--- src/rtl/rmc_enable_sequencer.sv ---
// Power-rail enable sequencer: ramps channel enables up in index order behind power-good,
// ramps them down in reverse order, and latches a sticky fault on any power-good loss or timeout.
module rmc_enable_sequencer #(
    parameter int          NUM_CH     = 4,
    parameter logic [15:0] STEP_DLY   = 16'd100,
    parameter logic [15:0] PG_TIMEOUT = 16'd500
) (
    input  logic              clk_in,
    input  logic              iRst,
    input  logic              iTick,
    input  logic              iEnable_req,
    input  logic [NUM_CH-1:0] iPgood,
    input  logic              iClear,
    output logic [NUM_CH-1:0] oEnable,
    output logic              oAll_on,
    output logic              oFault,
    output logic [2:0]        oState
);

    localparam int            KW     = (NUM_CH > 2) ? $clog2(NUM_CH) : 1;
    localparam logic [KW-1:0] LAST_K = KW'(NUM_CH - 1);

    localparam logic [2:0] IDLE   = 3'd0;
    localparam logic [2:0] PWR_UP = 3'd1;
    localparam logic [2:0] ON     = 3'd2;
    localparam logic [2:0] PWR_DN = 3'd3;
    localparam logic [2:0] FAULT  = 3'd4;

    logic [2:0]        state;
    logic [2:0]        nextState;
    logic [KW-1:0]     stepK;
    logic [KW-1:0]     nextK;
    logic [15:0]       tickCnt;
    logic [NUM_CH-1:0] nextEnable;
    logic              stepEntry;
    logic              lowerLost;
    logic              upDone;
    logic              dnDone;
    logic              pgTimeout;

    assign oState = state;

    // Any already-enabled channel below the active step losing power-good is a fault.
    always_comb begin
        lowerLost = 1'b0;
        for (int j = 0; j < NUM_CH; j++) begin
            if ((KW'(j) < stepK) && !iPgood[j]) begin
                lowerLost = 1'b1;
            end
        end
    end

    assign upDone    = iPgood[stepK] && (tickCnt >= STEP_DLY);
    assign pgTimeout = (tickCnt >= PG_TIMEOUT) && !iPgood[stepK];
    // A zero step delay still needs one tick on the way down so a stalled timebase freezes it.
    assign dnDone    = (STEP_DLY == 16'd0) ? (iTick || (tickCnt != 16'd0))
                                           : (tickCnt >= STEP_DLY);

    always_comb begin
        // NOTE: every variable gets a default first so no path through the case infers a latch.
        nextState  = state;
        nextK      = stepK;
        nextEnable = oEnable;
        stepEntry  = 1'b0;

        case (state)
            IDLE: begin
                if (iEnable_req) begin
                    nextState     = PWR_UP;
                    nextK         = '0;
                    nextEnable[0] = 1'b1;
                    stepEntry     = 1'b1;
                end
            end
            PWR_UP: begin
                if (lowerLost || pgTimeout) begin
                    nextState = FAULT;
                end else if (!iEnable_req) begin
                    nextState         = PWR_DN;
                    nextEnable[stepK] = 1'b0;
                    stepEntry         = 1'b1;
                end else if (upDone) begin
                    stepEntry = 1'b1;
                    if (stepK == LAST_K) begin
                        nextState = ON;
                    end else begin
                        nextK             = stepK + 1'b1;
                        nextEnable[nextK] = 1'b1;
                    end
                end
            end
            ON: begin
                if (!(&iPgood)) begin
                    nextState = FAULT;
                end else if (!iEnable_req) begin
                    nextState          = PWR_DN;
                    nextK              = LAST_K;
                    nextEnable[LAST_K] = 1'b0;
                    stepEntry          = 1'b1;
                end
            end
            PWR_DN: begin
                if (dnDone) begin
                    stepEntry = 1'b1;
                    if (stepK == '0) begin
                        nextState = IDLE;
                    end else begin
                        nextK             = stepK - 1'b1;
                        nextEnable[nextK] = 1'b0;
                    end
                end
            end
            FAULT: begin
                if (iClear && !iEnable_req) begin
                    nextState = IDLE;
                end
            end
            default: nextState = FAULT;
        endcase

        if ((nextState == FAULT) || (nextState == IDLE)) begin
            nextEnable = '0;
        end
        if (nextState == IDLE) begin
            nextK = '0;
        end
    end

    // NOTE: sequential state uses non-blocking assignments so all registers update from the same pre-edge values.
    always_ff @(posedge clk_in) begin
        if (iRst) begin
            state   <= IDLE;
            stepK   <= '0;
            tickCnt <= '0;
            oEnable <= '0;
            oAll_on <= 1'b0;
            oFault  <= 1'b0;
        end else begin
            state   <= nextState;
            stepK   <= nextK;
            oEnable <= nextEnable;
            oAll_on <= (nextState == ON);
            oFault  <= (nextState == FAULT);
            if (stepEntry) begin
                tickCnt <= '0;
            end else if (iTick && (tickCnt != 16'hFFFF)) begin
                tickCnt <= tickCnt + 16'd1;
            end
        end
    end

endmodule

--- config.mk ---
export PLATFORM = sky130hd
export DESIGN_NAME = rmc_enable_sequencer
export DESIGN_NICKNAME = d
export VERILOG_FILES = /design/src/rtl/rmc_enable_sequencer.sv
export SDC_FILE = /design/constraint.sdc
export NUM_CORES = 1
export LEC_CHECK = 0
export ABC_AREA = 1
export CELL_PAD_IN_SITES_DETAIL_PLACEMENT = 0
export CELL_PAD_IN_SITES_GLOBAL_PLACEMENT = 1
export CORE_MARGIN = 2
export CORE_UTILIZATION = 33
export CTS_CLUSTER_DIAMETER = 40
export CTS_CLUSTER_SIZE = 10
export DETAILED_ROUTE_END_ITERATION = 16
export PLACE_DENSITY_LB_ADDON = 0.1
export SETUP_SLACK_MARGIN = 0.05
export SYNTH_ARGS = -nofsm -noshare
export SYNTH_HDL_FRONTEND = slang
export SYNTH_SLANG_ARGS = --single-unit
--- constraint.sdc ---
create_clock -name clk_in -period 2.14 [get_ports clk_in]
set_input_delay 0.214 -clock clk_in [delete_from_list [all_inputs] [get_ports clk_in]]
set_output_delay 0.214 -clock clk_in [all_outputs]
set_load 0.03 [all_outputs]
==> key figures, run 1 <==
Outcome
  – Status: finished, final reports clean

Critical path
  – Req. time, crit path: 2.38 ns
  – Buf+Inv Stages, Crit Path: 0
  – FF-to-FF Start: tickCnt[0]
  – Setup CP Type: reg -> reg
  – Critical Path Source: tickCnt[0]
  – CP max stage cell: dfxtp_1
  – Critical Path Max Stage Delay: 0.33 ns
  – Worst Path Max Fanout: 11
  – Most used cell, CP: nand3_1
  – Critical Path Start Type: flip-flop
  – Top delay family on crit path: simple AND/OR/NAND/NOR gates
  – Arrival @ worst endpoint: 2.16 ns
  – Crit-path cells: ha_1, nand3_1, nor3_2, nand3_1, nand2_2, nor2_1, nand3_1, or2_2, a21oi_2
  – Crit end category: flip-flop

Routing
  – Post-route DRC: 0
  – DRT antenna net count: 0
  – Via count: 1925
  – Total Wirelength: 5.17 mm
  – Avg WL per Cell: 12.6 um
  – First-pass DRT Iterations: 4
  – 1st-iter DRT viols: 107
  – Drt via density: 4.70

STA
  – Final-report max-slew violation count: 0
  – Worst Tran Pin Value: 0.444 ns
  – Hold Violations, Final: 0
  – Setup TNS: 0 ns
  – RSZ-0062 raised after global routing: false
  – Clock skew: 0.0106 ns
  – Final Cycle Share: 89.9%
  – Period minus WS final: 1.92 ns
  – Rel. slew slack: 70.1%
  – Setup violations, final: 0
  – Max Clk Rate: 0.520 GHz

Place
  – Post-DP Area: 0.00231 mm2
  – PortBufs: 17
  – Dpl cells: 406
  – GP Congestion: 0.774
  – DP HPWL: 4.04 mm

Logic synthesis
  – Syn Area/Cell: 6.52 um2
  – Total number of yosys warnings: 0
  – Synth Instances: 311
  – Area share of the largest cell type after synthesis: 26.7%
  – Library cells used by synthesis: 37
  – List of most frequent post-synthesis cells: nand2_1, inv_1, dfxtp_1, nor2_1, nand3_1
  – Top FF cell, synth: dfxtp_1
  – Post-synthesis sequential area ratio: 26.7%
  – Cell taking the most area after synthesis: dfxtp_1
  – Post-synth EDFFs: 0
  – Post-synth net total: 328
  – Post-synthesis cell area: 0.00203 mm2
  – Top cells by area, synth: dfxtp_1, nand2_1, inv_1
  – Top-count cell post-synth: nand2_1
  – Async S/R FF share, synth: 0%
  – Yosys reg bits: 27

Global routing
  – First-pass GRT wire length: 8.51 mm
  – Largest net degree at the start of global routing: 18
  – Tot GR Track Use: 16.6%
  – Initial antenna violation count: 0
  – Vias in the first global route: 1735
  – Total global routing overflow: 0

Final layout
  – Area of the multi-input gates: 0.00129 mm2
  – Final nets: 353
  – Fillers: 654
  – Finished Layout Cells: 410
  – Layout cells sized above 1: 15.2%
  – Area Growth Syn to Fin: 16.6%
  – Utilization after layout: 39.9%
  – Seq. cell area: 542 um2
  – Number of diodes: 0
  – Fin area: 0.00236 mm2

Clock tree
  – CTS Hold Bufs: 0
  – TritonCTS clock tree: built
  – Clk sinks: 27
  – CTS buffer count: 3
  – Root Driver: clkbuf_8
  – Worst-Skew Late Latency: 0.29 ns
  – Clock transition at path regs: 0.12 ns
  – H-tree Lvls: 1
  – Clock buffer depth: 2

Job
  – Maxcap violations: 0

Power
  – Peak supply drop: 0.297 mV
  – Overall power: 1.20 mW
  – Power per cell area: 508 mW/mm2
  – Leakage: 1.06 nW

Die
  – Cell row count: 28
  – Die height: 82.4 um
  – Core Footprint: 0.00592 mm2
  – Die width: 82.4 um
  – I/O pin count: 18
  – Initial Util: 34.2%
  – Die area: 0.00678 mm2

Hold path
  – Hold Path Origin: tickCnt[5]
  – HP Class: reg -> reg
-- flip-flops by register name, indices dropped and copies added, names as in the netlist --
register  cells
oFault        1
tickCnt      16
stepK         2
oState        3
oEnable       4
oAll_on       1
-- cell families after synthesis --
logic type	Yosys count	share of synthesized area [%]
xor gates and xnor gates	5	2.16
buffers and inverters	51	9.88
DFF	27	26.7
adders and majority gates	8	4.94
and+or+nand+nor	175	42.3
AOI/OAI and AO/OA	45	14.1
-- final cells by class --
| class | instances | share of cell area [%] |
|---|---|---|
| multi-input cells | 233 | 54.4 |
| inverters | 49 | 7.78 |
| clock inverters | 1 | 0.371 |
| well taps | 75 | 3.97 |
| flip-flops and latches | 27 | 22.9 |
| repair buffers | 22 | 8.79 |
| clock buffers | 3 | 1.75 |
-- worst paths after layout --
path                              endpoint  slack [ns]  cells after the start
worst max-delay path            tickCnt[7]        0.22                      9
worst min register to register  tickCnt[5]        0.53                      2
worst min-delay path            tickCnt[5]        0.53                      2
worst max register to register  tickCnt[7]        0.22                      9
-- power by group --
group	total [mW]	internal (mW)	switching, mW
clock network	0.334	0.138	0.197
registers	0.539	0.519	0.0199
logic	0.327	0.118	0.210
total	1.20	0.775	0.426
-- through the flow --
| step | hold WS (ns) | setup WS (ns) |
|---|---|---|
| floorplan | 0.445 | 0.496 |
| global placement | 0.501 | 0.0256 |
| detailed placement | 0.512 | 0.0987 |
| CTS | 0.529 | 0.0759 |
| global route | 0.564 | 0.0512 |
| finish | 0.526 | 0.217 |
-- worst reg2reg max path: stages, from the launching register on --
cell and delay [ns]:
dfxtp_1 0.33, ha_1 0.25, nand3_1 0.15, nor3_2 0.07, nand3_1 0.09, nand2_2 0.17
nor2_1 0.21, nand3_1 0.17, or2_2 0.32, a21oi_2 0.10
-- per-layer routing --
layer	up-vias	share of wire (%)	GRT usage [%]	routed length (um)
met5	-	0	0	0
met4	0	1.3	5.00	65
met3	5	2.7	2.39	141
met2	28	37	22.1	1920
met1	850	59	26.8	3040
li1	1042	-	-	-
-- cells in the final DEF (no fill, tap or decap), types with 2 or more instances in the layout --
| master | instances |
|---|---|
| o32ai_1 | 2 |
| a21oi_2 | 8 |
| nand2_1 | 92 |
| nor2_4 | 2 |
| clkbuf_8 | 3 |
| or2_2 | 2 |
| nor3_1 | 5 |
| o211ai_1 | 3 |
| xnor2_1 | 2 |
| nand2_2 | 6 |
| o21ai_0 | 12 |
| nor2_1 | 22 |
| o21ai_1 | 3 |
| nand4_1 | 5 |
| nor2_2 | 5 |
| a21oi_1 | 14 |
| nand3_1 | 20 |
| nor4_1 | 2 |
| inv_1 | 41 |
| buf_4 | 5 |
| inv_2 | 8 |
| nand2_4 | 3 |
| xor2_1 | 3 |
| nor3b_1 | 2 |
| dfxtp_1 | 26 |
| clkdlybuf4s50_1 | 17 |
| nand3b_1 | 2 |
| ha_1 | 8 |
-- timing repair --
item                                   CTS  global route
setup endpoints to repair                0            22
buffers inserted                         0             0
resized for setup                        0             1
endpoints found under the hold margin    0             0
(Power assumes the default switching activity.)
==> inputs of run 2 (changes only) <==
- CTS_BUF_LIST: not set -> sky130_fd_sc_hd__clkbuf_8
- SKIP_LAST_GASP: not set -> 1
==> results of run 2 <==
Same layout as run 1: the final DEF is identical, and so are final timing and power.
==> inputs of run 3 (changes only) <==
- CAP_MARGIN: not set -> 30
==> results of run 3 <==
Same layout as run 1: the final DEF is identical, and so are final timing and power.
==> variant 1: new RTL, flow settings as in run 1 <==
The output `oFault` loses its register stage (`oFault` becomes a continuous assignment).
--- a/src/rtl/rmc_enable_sequencer.sv
+++ b/src/rtl/rmc_enable_sequencer.sv
@@ -135,5 +135,4 @@
             oEnable <= '0;
             oAll_on <= 1'b0;
-            oFault  <= 1'b0;
         end else begin
             state   <= nextState;
@@ -141,5 +140,4 @@
             oEnable <= nextEnable;
             oAll_on <= (nextState == ON);
-            oFault  <= (nextState == FAULT);
             if (stepEntry) begin
                 tickCnt <= '0;
@@ -150,4 +148,6 @@
     end
 
+    assign oFault = (nextState == FAULT);
+
 endmodule
 
Formal check against the unedited RTL: no difference found for any inputs over 10 cycles, from zero or initial values and one cycle with iRst high; that may be too few to reach the edited logic, so the function may still have changed.
==> variant 1 against run 1 <==
  * Power rose by 6.0%
  * Final area down 1.4%
  * Synthesized area down 2.6%
  * Sequential cell count shrank 1
  * Combinational power down 3%
  * Synthesized cell count decreased by 4.2%
  * Via count fell by 3.3%
  * Setup slack got worse by 63 ps
  * Routed wire length is 6.7% lower
  * Critical path type is now reg -> out
  * Highest routed layer unchanged
==> variant 1: results (changes against run 1) <==
grt_pass1_vias: 1672  # -3.6%
finalCritPeriodShare: 0.928  # +0.0296
synthAdderAreaFrac: 0.0507  # +0.00131
p_leak_nw: 0.961  # -9.0%
hold_path.startpoint: "tickCnt[14]"
syn_inst: 298  # -4.2%
peakVddDrop_mv: 0.405  # +36%
routedLengthMet1_mm: 2.70  # -11%
synthesis.nets: 315  # -4.0%
critPathLaunch: "stepK[0]"
cts_buffer_depth: 2  # unchanged
cts_resized: 0  # unchanged
worst_slew_pin_slew_ps: 360  # -84.7 ps
seq_area_frac_synth: 0.264  # -0.00304
cts_sinks: 26  # -3.7%
r2r_slack_ps: 320  # +100 ps
synth_compound_area_frac: 0.138  # -0.00322
synth_cell_types: 37  # unchanged
endpoint: "oFault"
synth_common_cells: "nand2_1 (70), inv_1 (36), nor2_1 (34), dfxtp_1 (26), nand3_1 (15)"
drt_iter0_markers: 95  # -11%
clk_pin_slew_worst_paths_ps: 110
wl_mm: 4.82  # -6.7%
grt_use_total: 0.156  # -0.00993
fill_cells: 645  # -1.4%
switchingPower_uw: 407  # -4.6%
vias_per_cell: 4.69  # -0.16%
worst_ep_arrival_time_ps: 1770  # -390 ps
whs_ps: 515  # -10.3 ps
diodes: 0  # unchanged
hold-path-cell-count: 2  # unchanged
post-dp-hpwl_mm: 3.81  # -5.5%
hold_path_end: "tickCnt[14]"
post-place-cells: 393  # -3.2%
clock_skew_ps: 5.53  # -5.02 ps
post_cts_buffers: 0  # unchanged
cp_max_fo: 8  # -3
nNetsFinal: 340  # -3.7%
grt_pass1_wl_mm: 8.08  # -5.0%
post-route-util: 0.398  # -0.000993
outcome: "completed"
place_area_um2: 2260  # -2.4%
drive_gt1_frac: 0.189  # +0.0372
synth_area_leaders: "dfxtp_1 (26%), nand2_1 (13%), inv_1 (6.8%)"
gp_congestion: 0.858  # +11%
r2r-end: "stepK[0]"
worst-r2r-cell-count: 13  # +4
stdcell_count: 397  # -3.2%
grt_max_degree: 17  # -1
synthXorXnorAreaFrac: 0.0266  # +0.00501
met3_length_um: 133  # -5.7%
pre_cts_ws_ps: 174  # +75.7 ps
met2_length_mm: 1.96  # +1.9%
variant 1: cell types whose count changed in the layout (fill, tap and decap cells not counted), sizes merged, moves of 2 or more:
| cell | delta |
|---|---|
| a21oi | -6 |
| inv | -6 |
| nand2 | -20 |
| nand3 | -2 |
| nand4 | +3 |
| nor2 | +17 |
| nor3b | -3 |
| or2 | +2 |
variant 1: logic make-up after synthesis:
kind of cell | count (synthesis)
simple gates | 170
buf+inv | 46
compound gates | 42
flops | 26
fa+ha+maj | 8
xor+xnor | 6
variant 1: power by group through the flow:
stage	combinational [mW]	sequential, mW	clock, mW
3_3_place_gp	0.321	0.532	0
6_report	0.318	0.521	0.434
5_1_grt	0.356	0.524	0.463
2_1_floorplan	0.196	0.554	0
4_1_cts	0.318	0.521	0.449
3_5_place_dp	0.317	0.532	0
variant 1: worst max-delay path, cell delays in order, from the launching register on:
cell and delay [ps]:
dfxtp_2 340, buf_4 160, ha_1 190, nand2_1 60, o21ai_0 90, a31oi_2 210
nand2_4 90, nand2_2 100, nand2_1 90, buf_4 180
variant 1: area by class of cell:
| class | instances | share of cell area |
|---|---|---|
| clock inverter | 1 | 0.0129 |
| inverter | 44 | 0.0709 |
| clock buffer | 3 | 0.0177 |
| multi-input combinational | 226 | 0.546 |
| sequential | 26 | 0.224 |
| tap | 75 | 0.0403 |
| timing repair buffer | 22 | 0.0881 |
variant 1: layer usage:
| metal | track usage | up-vias |
|---|---|---|
| li1 | - | 1008 |
| met1 | 0.248 | 833 |
| met2 | 0.220 | 18 |
| met3 | 0.0178 | 2 |
| met4 | 0.0356 | 0 |
| met5 | 0 | - |
==> variant 2: new RTL, flow settings as in run 1 <==
Without the edit above. Set the parameter `NUM_CH` to 16 (it was 4).
--- a/src/rtl/rmc_enable_sequencer.sv
+++ b/src/rtl/rmc_enable_sequencer.sv
@@ -2,5 +2,5 @@
 // ramps them down in reverse order, and latches a sticky fault on any power-good loss or timeout.
 module rmc_enable_sequencer #(
-    parameter int          NUM_CH     = 4,
+    parameter int          NUM_CH     = 16,
     parameter logic [15:0] STEP_DLY   = 16'd100,
     parameter logic [15:0] PG_TIMEOUT = 16'd500
Ports: changed (resized iPgood and oEnable); port bits go from 18 to 42. The function was not compared with the original's and may differ.
==> variant 2 against run 1 <==
  * Routed wire length rose by 130%
  * Largest cell class unchanged
  * Sequential cell count rose by 14
  * Synthesized area increased by 68%
  * Setup slack lost 200 ps
  * Final area up 110%
  * Critical endpoint is now oEnable[10]
  * Non-clock buffer count is 95 higher
  * Critical path type unchanged
  * Power increased by 120%
==> variant 2: results (changes against run 1) <==
p_leak_nw: 2.25  # +110%
post_cts_buffers: 3  # +3
critPathLaunch: "stepK[1]"
synthXorXnorAreaFrac: 0.0206  # -0.00105
hold_path_end: "tickCnt[0]"
layout_setup_ws_ps: 18.7  # -198 ps
syn_inst: 589  # +89%
cellInternalPower_mw: 1.63  # +110%
clk_pin_slew_worst_paths_ps: 90  # -30 ps
clk_latency_ps: 310  # +20 ps
nNonClkBuffers: 117  # +430%
cpPeakStageDelay_ps: 370  # +40 ps
final-clk-cell-share: 0.0229  # +0.00170
post-dp-hpwl_mm: 9.08  # +120%
coreArea_um2: 10200  # +72%
fill_cells: 1115  # +70%
worst-r2r-cell-count: 19  # +10
met2_usage: 0.379  # +0.158
clock_skew_ps: 8.64  # -1.92 ps
io_buffers: 41  # +24
seq_cells: 41  # +52%
synth_common_cells: "nand2_1 (168), inv_1 (78), nor2_1 (78), o21ai_0 (46), dfxtp_1 (41)"
netlist.area_leader.share: 0.241  # -0.0258
post_drt_wl_per_cell_um: 14.4  # +14%
peakVddDrop_mv: 0.226  # -24%
route.vias.total: 4164  # +120%
worst_ep_arrival_time_ps: 2370  # +210 ps
outcome: "completed"
cp_max_fo: 15  # +4
grtUsageMet3: 0.0278  # +0.00392
buf_share: 0.221  # +0.133
seq_area_frac_synth: 0.241  # -0.0258
synth_area_leaders: "dfxtp_1 (24%), nand2_1 (19%), inv_1 (8.6%)"
multi_input_area_share: 0.488  # -0.0561
synthAdderAreaFrac: 0.0257  # -0.0237
endpoint: "oEnable[10]"
grt_use_total: 0.214  # +0.0472
synthesis.nets: 617  # +88%
## variant 2: cell types whose count changed after synthesis, moves of 6 or more
cell / delta
a21oi_1: +16
a21oi_2: -8
a31oi_1: +7
dfxtp_1: +14
inv_1: +37
inv_2: -6
nand2_1: +76
nand3_1: +14
nand4_1: +14
nor2_1: +56
o21ai_0: +34
## variant 2: power groups by stage
| stage | clock (mW) | sequential [mW] | combinational (mW) |
|---|---|---|---|
| 2_1_floorplan | 0 | 0.942 | 0.538 |
| 5_1_grt | 0.729 | 0.866 | 1.24 |
| 3_3_place_gp | 0 | 0.874 | 0.982 |
| 4_1_cts | 0.695 | 0.858 | 1.05 |
| 3_5_place_dp | 0 | 0.875 | 0.988 |
| 6_report | 0.674 | 0.858 | 1.13 |
## variant 2: metal layers
metal	vias up	routed length, µm
li1	2125	-
met1	1935	5300
met2	87	5980
met3	17	494
met4	0	223
met5	-	0
